===== src/rtl/vsfx_wb_if.sv =====
// vsfx_wb_if: vsfx result-capture bus plus the VR file write handshake.
// The slave modport is the writeback stage's view; master is the driving side.
interface vsfx_wb_if;
    logic         vrt_en;
    logic [127:0] vrt;
    logic [4:0]   vrt_addr;
    logic         sat;
    logic [3:0]   cr6;
    logic         cr6_en;
    logic         in_ready;
    logic         wb_valid;
    logic [4:0]   wb_addr;
    logic [127:0] wb_data;
    logic         wb_ready;

    modport master (
        output vrt_en, vrt, vrt_addr, sat, cr6, cr6_en, wb_ready,
        input  in_ready, wb_valid, wb_addr, wb_data
    );

    modport slave (
        input  vrt_en, vrt, vrt_addr, sat, cr6, cr6_en, wb_ready,
        output in_ready, wb_valid, wb_addr, wb_data
    );
endinterface


===== src/rtl/vsfx_wb.sv =====
// vsfx_wb: queues vsfx results in a small FIFO and drains them to the VR file write port.
// Optional VSFX_WB_BYPASS_EN forwards a result straight to the write port when the FIFO is empty.
module vsfx_wb #(
    parameter int DEPTH = 4,
    parameter int AW    = 2
) (
    input  logic       clk,
    input  logic       rst,
    vsfx_wb_if.slave   bus,
    input  logic       vscr_wr_en,
    input  logic       vscr_wr_sat,
    output logic       vscr_sat,
    output logic [3:0] cr6_out,
    output logic       ovf
);
    typedef struct packed {
        logic [4:0]   addr;
        logic [127:0] data;
    } entry_t;

    localparam logic [AW:0] FULL_COUNT = (AW+1)'(DEPTH);

    entry_t        mem [DEPTH];
    entry_t        head;
    logic [AW-1:0] rd_ptr;
    logic [AW-1:0] wr_ptr;
    logic [AW:0]   count;
    logic          full;
    logic          empty;
    logic          push;
    logic          push_fifo;
    logic          pop_fifo;
    logic          bypass_take;

    // full comes from the registered count, so a same-cycle pop never frees a slot early
    assign full         = (count == FULL_COUNT);
    assign empty        = (count == '0);
    assign bus.in_ready = !full;
    assign push         = bus.vrt_en & !full;
    assign head         = mem[rd_ptr];
    assign pop_fifo     = !empty & bus.wb_ready;
    assign push_fifo    = push & !bypass_take;

`ifdef VSFX_WB_BYPASS_EN
    logic bypass;
    assign bypass      = empty & bus.vrt_en & !rst;
    assign bypass_take = bypass & bus.wb_ready;

    always_comb begin
        // NOTE: every output gets a default first so no path leaves it unassigned (no latch).
        bus.wb_valid = 1'b0;
        bus.wb_addr  = '0;
        bus.wb_data  = '0;
        if (!empty) begin
            bus.wb_valid = 1'b1;
            bus.wb_addr  = head.addr;
            bus.wb_data  = head.data;
        end else if (bypass) begin
            bus.wb_valid = 1'b1;
            bus.wb_addr  = bus.vrt_addr;
            bus.wb_data  = bus.vrt;
        end
    end
`else
    assign bypass_take = 1'b0;

    always_comb begin
        // NOTE: every output gets a default first so no path leaves it unassigned (no latch).
        bus.wb_valid = 1'b0;
        bus.wb_addr  = '0;
        bus.wb_data  = '0;
        if (!empty) begin
            bus.wb_valid = 1'b1;
            bus.wb_addr  = head.addr;
            bus.wb_data  = head.data;
        end
    end
`endif

    // NOTE: storage has no reset; a slot is only read after it has been written.
    always_ff @(posedge clk) begin
        if (!rst && push_fifo)
            mem[wr_ptr] <= {bus.vrt_addr, bus.vrt};
    end

    // NOTE: sequential state uses non-blocking assignments so all registers update together.
    always_ff @(posedge clk) begin
        if (rst) begin
            rd_ptr   <= '0;
            wr_ptr   <= '0;
            count    <= '0;
            vscr_sat <= 1'b0;
            cr6_out  <= '0;
            ovf      <= 1'b0;
        end else begin
            if (push_fifo)
                wr_ptr <= wr_ptr + 1'b1;
            if (pop_fifo)
                rd_ptr <= rd_ptr + 1'b1;
            if (push_fifo && !pop_fifo)
                count <= count + 1'b1;
            else if (pop_fifo && !push_fifo)
                count <= count - 1'b1;
            // SAT/CR6 follow acceptance of the result, including a bypassed one
            vscr_sat <= (vscr_wr_en ? vscr_wr_sat : vscr_sat) | (push & bus.sat);
            if (push && bus.cr6_en)
                cr6_out <= bus.cr6;
            if (bus.vrt_en && full)
                ovf <= 1'b1;
        end
    end
endmodule


===== src/flat_wrapper.sv =====
// flat-port wrapper written by rule: the top's interface ports become plain ports
module vsfx_wb_flat 
#(
    parameter int DEPTH = 4,
    parameter int AW    = 2
)
  (clk, rst, vscr_wr_en, vscr_wr_sat, vscr_sat, cr6_out, ovf, bus_vrt_en, bus_vrt, bus_vrt_addr, bus_sat, bus_cr6, bus_cr6_en, bus_wb_ready, bus_in_ready, bus_wb_valid, bus_wb_addr, bus_wb_data);
  vsfx_wb_if bus_i ();
  input  logic clk;
  input  logic rst;
  input  logic vscr_wr_en;
  input  logic vscr_wr_sat;
  output logic vscr_sat;
  output logic [3:0] cr6_out;
  output logic ovf;
  input wire logic [$bits(bus_i.vrt_en)-1:0] bus_vrt_en;
  input wire logic [$bits(bus_i.vrt)-1:0] bus_vrt;
  input wire logic [$bits(bus_i.vrt_addr)-1:0] bus_vrt_addr;
  input wire logic [$bits(bus_i.sat)-1:0] bus_sat;
  input wire logic [$bits(bus_i.cr6)-1:0] bus_cr6;
  input wire logic [$bits(bus_i.cr6_en)-1:0] bus_cr6_en;
  input wire logic [$bits(bus_i.wb_ready)-1:0] bus_wb_ready;
  output wire logic [$bits(bus_i.in_ready)-1:0] bus_in_ready;
  output wire logic [$bits(bus_i.wb_valid)-1:0] bus_wb_valid;
  output wire logic [$bits(bus_i.wb_addr)-1:0] bus_wb_addr;
  output wire logic [$bits(bus_i.wb_data)-1:0] bus_wb_data;
  assign bus_i.vrt_en = bus_vrt_en;
  assign bus_i.vrt = bus_vrt;
  assign bus_i.vrt_addr = bus_vrt_addr;
  assign bus_i.sat = bus_sat;
  assign bus_i.cr6 = bus_cr6;
  assign bus_i.cr6_en = bus_cr6_en;
  assign bus_i.wb_ready = bus_wb_ready;
  assign bus_in_ready = bus_i.in_ready;
  assign bus_wb_valid = bus_i.wb_valid;
  assign bus_wb_addr = bus_i.wb_addr;
  assign bus_wb_data = bus_i.wb_data;
  vsfx_wb #(.DEPTH(DEPTH), .AW(AW)) u_core (.clk(clk), .rst(rst), .bus(bus_i), .vscr_wr_en(vscr_wr_en), .vscr_wr_sat(vscr_wr_sat), .vscr_sat(vscr_sat), .cr6_out(cr6_out), .ovf(ovf));
endmodule

===== config.mk =====
export PLATFORM = sky130hd
export DESIGN_NAME = vsfx_wb_flat
export DESIGN_NICKNAME = d
export VERILOG_FILES = /design/src/rtl/vsfx_wb_if.sv /design/src/rtl/vsfx_wb.sv /design/src/flat_wrapper.sv
export SDC_FILE = /design/constraint.sdc
export NUM_CORES = 1
export LEC_CHECK = 0
export CAP_MARGIN = 10
export CORE_ASPECT_RATIO = 1.5
export CORE_UTILIZATION = 50
export CTS_BUF_LIST = sky130_fd_sc_hd__clkbuf_4 sky130_fd_sc_hd__clkbuf_8 sky130_fd_sc_hd__clkbuf_16
export DETAILED_ROUTE_END_ITERATION = 8
export PLACE_DENSITY = 0.7
export SLEW_MARGIN = 20
export SYNTH_ARGS = -nofsm -noshare
export SYNTH_HDL_FRONTEND = slang
export SYNTH_SLANG_ARGS = --single-unit

===== constraint.sdc =====
create_clock -name clk -period 15.8 [get_ports clk]
set_input_delay 1.58 -clock clk [delete_from_list [all_inputs] [get_ports clk]]
set_output_delay 1.58 -clock clk [all_outputs]
set_load 0.05 [all_outputs]

# ---- Word level (Yosys, flattened, before mapping)
# Memory sizes are Yosys's and may differ from the RTL's. A register that Yosys moved wholly into a read port is not among the register bits.
# Index checks and enable logic that the tools add are counted.
dict set report op_classes {
  n_addsub 4
  n_eq_ne 1
  n_mux 10
  bitwise_logic 4
  reduce_logical 12
}
# cell count
set ops {}
lappend ops {{$mux W128} 1}
lappend ops {{$mux W3} 2}
lappend ops {{$logic_and A1 B1 Y1} 5}
lappend ops {{$logic_not A1 Y1} 5}
lappend ops {{$mux W5} 1}
lappend ops {{$add A2 B1 Y2 const B} 2}
lappend ops {{$mux W1} 4}
lappend ops {{$mux W2} 2}
lappend ops {{$add A3 B1 Y3 const B} 1}
lappend ops {{$and A1 B1 Y1} 3}
lappend ops {{$eq A3 B3 Y1 const B} 1}
lappend ops {{$logic_not A3 Y1} 1}
lappend ops {{$sub A3 B1 Y3 const B} 1}
lappend ops {{$reduce_bool A2 Y1} 1}
lappend ops {{$or A1 B1 Y1} 1}
dict set report word_totals {
  regBits 13
  ramBits 532
  in_bits 145
  output_inout_bits 141
  word_cells 38
  n_memories 1
}
# name depth word_bits rd rd_ports_with_merged_regs write_ports line_no
set mem_list {}
lappend mem_list {u_core.mem 4 133 1 1 1 vsfx_wb.sv:23} ;# entry_t mem [DEPTH];

# ---- Logic depth before layout (Yosys ltp)
dict set report logic_depth {
  ltp_word 7
  mapped_depth 11
  ltp_nobuf 10
}

# ---- Worst setup path before layout
# No wires, ideal clock.
dict set report synth_path {
  path_type {input to register}
  from {in bus_vrt_en}
  to {mem u_core.mem[0][0] (netlist bit) (enable)}
  setup_time_ps 816
  arrival_ps 11716
  required_ps 14984
  slack_ps 3269
  path_stages 3
  path_buffers 1
  path_cell_list {buf_1 > nand2_1 > nor3b_1}
}
dict set report synth_between {
  elab_chain_len 4
}
# item line_no
set synth_lines {}
lappend synth_lines {{start: declaration} flat_wrapper.sv:16} ;# input wire logic [$bits(bus_i.vrt_en)-1:0] bus_vrt_en;
lappend synth_lines {{$and A1 B1 Y1} vsfx_wb.sv:39} ;# assign push = bus.vrt_en & !full;
lappend synth_lines {{$logic_and A1 B1 Y1} vsfx_wb.sv:82} ;# if (!rst && push_fifo)
lappend synth_lines {{$mux W1} vsfx_wb.sv:82}
lappend synth_lines {{$mux W1 (implied by the code)} vsfx_wb.sv:83} ;# mem[wr_ptr] <= {bus.vrt_addr, bus.vrt};
lappend synth_lines {{end: declaration} vsfx_wb.sv:23}
# No other way between the ends.

==> flow_metrics.py <==
metrics = {
    "timing": {
        "fmax_ghz": 0.174,
        "finalSetupTns_ns": 0,
        "max-slew-margin-rel_pct": 33.1,
        "setup_viol": 0,
        "rsz0062_at_grt": "no",
        "tightest_slew_ns": 1.00,
        "drv_slew": 0,
        "fin_worst_skew_ns": 0.0142,
        "period_needed_ns": 5.76,
        "layout_setup_ws_ns": 10.04,
        "post-route-period-util_pct": 36.4,
        "hold_viol": 0,
    },
    "critical_path": {
        "path_class": "flop to output port",
        "cp_cell_sequence": "buf_4, buf_4, mux4_2, and2_1, clkdlybuf4s50_1",
        "cpPeakStageDelay_ns": 0.88,
        "cpMaxStageDelayCell": "clkdlybuf4s50_1",
        "worstPathMaxFanout": 57,
        "crit_path_end_kind": "output port",
        "crit_path_start_kind": "flop",
        "critPathRequiredTime_ns": 14.22,
        "critPathArrivalTime_ns": 4.18,
        "critPathTopFamily": "buffers and inverters",
        "cpMostUsedCell": "buf_4",
        "path_buf_inv": 3,
    },
    "grt": {
        "overflow": 0,
        "grt_usage_pct": 19.3,
        "antenna_found_initial": 7,
        "grt_max_degree": 134,
        "grt_pass1_vias": 10383,
        "grt_first_pass_wirelength_mm": 61.4,
    },
    "route": {
        "drt-initial-drc-count": 679,
        "detail-route-antenna-nets": 0,
        "firstDrtPassIters": 4,
        "wirelength_mm": 40.5,
        "num_vias": 9814,
        "drc": 0,
        "vias_per_cell": 5.53,
        "wire_per_inst_um": 22.8,
    },
    "cts": {
        "cts_buffer_depth": 3,
        "clk_pin_slew_ns": 0.06,
        "cts-htree-levels": 2,
        "clk_latency_ns": 0.56,
        "cts_buffers": 51,
        "cts_hold_buf": 0,
        "cts_root_buf": "clkbuf_16",
        "cts_tree": "yes",
        "cts_setup_buffers": 0,
        "cts_resized": 0,
        "clkSinkCount": 547,
    },
    "pwr": {
        "vdd_drop_max_uv": 176,
        "power.leakage_nw": 8.17,
        "power.density_nw_per_um2": 190,
    },
    "logic_synthesis": {
        "yosysWarnings": 0,
        "ys_ff_latch": 547,
        "syn_inst": 919,
        "syn-num-nets": 1070,
        "synthDistinctLibCells": 25,
        "avgSynthCellArea_um2": 22.6,
        "synthesis.area_um2": 20800,
        "synth-seq-area-share_pct": 78.4,
    },
    "die": {
        "die_h_um": 252,
        "core-area_um2": 41000,
        "die_w_um": 168,
        "rows": 91,
        "dieArea_um2": 42400,
        "initial_core_util_pct": 50.6,
        "io-pin-count": 286,
    },
    "finish": {
        "final_cells": 1775,
        "layout.core_utilization_pct": 63.1,
        "syn_to_final_growth_pct": 24.6,
        "drive_above_1_share_pct": 18.4,
        "nets": 1369,
    },
    "placement": {
        "numPortBuffers": 285,
        "place_hpwl_mm": 22.5,
        "routabilityCongestion": 0.710,
        "pre_cts_ws_ns": 10.56,
        "place_inst": 1675,
    },
    "run_status": {
        "status": "complete, no violations",
    },
    "min_path": {
        "hp-class": "flop to flop",
    },
    "run": {
        "drv_cap": 0,
    },
}
per-stage QoR:
step	total power [W]	hold WS, ns	area (um2)
after floorplan	0.00311	0.484	20800
after global placement	0.00372	0.460	24100
after detailed placement	0.00373	0.474	24100
after CTS	0.00497	0.486	25800
after global routing	0.00509	0.502	25900
final	0.00491	0.491	25900
placed cells by master, fill, tap and decap left out:
cell	count
clkdlybuf4s50_1	285
mux2i_1	2
fa_1	1
diode_2	5
buf_4	5
edfxtp_1	532
and2_1	133
or3_4	1
nor3b_2	5
clkinv_2	9
mux4_2	133
nor2_1	6
a21o_1	2
clkinv_1	13
clkbuf_4	12
dfxtp_1	13
o21ai_0	5
buf_16	1
a21oi_1	9
buf_12	4
nand2_1	2
nand4_1	4
or3_1	1
dfxtp_4	2
clkbuf_16	53
nand3_1	3
inv_1	5
o31ai_1	1
o311ai_0	1
xor2_1	4
ha_1	5
clkinv_4	1
bufinv_16	6
final timing paths:
path,startpoint,cells after the start,to,slack [ns]
max,flop,5,bus_wb_data[122],10.04
max reg2reg,u_core.count[0],5,u_core.mem[3][72],13.10
min,u_core.cr6_out[0],2,u_core.cr6_out[0],0.49
min reg2reg,u_core.cr6_out[0],2,u_core.cr6_out[0],0.49
power breakdown:
group | switching (W) | leakage (nW) | internal (W)
combinational | 0.00125 | 2.37 | 0.000717
sequential | 0.0000379 | 4.95 | 0.00167
clock | 0.000502 | 0.853 | 0.000730
kinds of logic (layout without fill, tap and decap cells):
kind of cell	Yosys count	after routing	synth area share, %
AO/OA/AOI/OAI	18	18	0.488
other	0	5	0
AND/OR/NAND/NOR	155	155	4.61
flip-flops	547	547	78.4
buffers and inverters	54	394	1.41
multiplexers	135	135	14.5
adder cells (fa/ha/maj)	6	6	0.398
XOR/XNOR	4	4	0.169
cell usage after synthesis:
cell type / number / area [um2]
clkbuf_1: 21 / 78.8
a21o_1: 2 / 15.0
nor2_1: 6 / 22.5
buf_1: 1 / 3.75
nand4_1: 4 / 25.0
nor3b_2: 1 / 12.5
nand2_1: 2 / 7.51
buf_2: 18 / 90.1
o311ai_0: 1 / 8.76
inv_1: 5 / 18.8
xor2_1: 4 / 35.0
nand3_1: 3 / 15.0
o31ai_1: 1 / 7.51
o21ai_0: 5 / 25.0
nor3b_1: 4 / 30.0
dfxtp_1: 15 / 300
buf_6: 9 / 101
a21oi_1: 9 / 45.0
and2_1: 133 / 832
fa_1: 1 / 20.0
ha_1: 5 / 62.6
mux2i_1: 2 / 20.0
edfxtp_1: 532 / 16000
or3_1: 2 / 12.5
mux4_2: 133 / 3000
worst reg2reg max path: stages, from the launching register on:
cell and delay, ns:
dfxtp_1 0.47, nor3b_2 0.13, inv_1 0.28, nand2_1 0.25, nor3b_2 0.31, buf_12 0.57
layout make-up:
type / instances / area [um2]
diodes: 5 / 12.5
clock buffers: 65 / 1420
clock inverters: 29 / 283
fillers: 2833 / 15100
inverters: 5 / 18.8
multi-input cells: 318 / 4220
flip-flops and latches: 547 / 16300
well taps: 511 / 639
repair buffers: 295 / 3000
per-layer routing:
layer  part of all wire (%)  GRT usage, %  vias up  wire [um]
li1                       -             -     4367          -
met2                     53          33.5      283      21600
met5                  0.091             0        -         37
met3                    5.9          4.69       75       2400
met4                    2.3          6.73        6        942
met1                     38          23.7     5083      15500
flip-flops by register name (all words and copies together) (netlist names), named ones only:
signal,count
u_core.vscr_sat,1
u_core.cr6_out,4
u_core.mem,532
u_core.count,3
u_core.rd_ptr,2
u_core.wr_ptr,2
u_core.ovf,1
No activity file was read; power rests on OpenSTA's default activity.
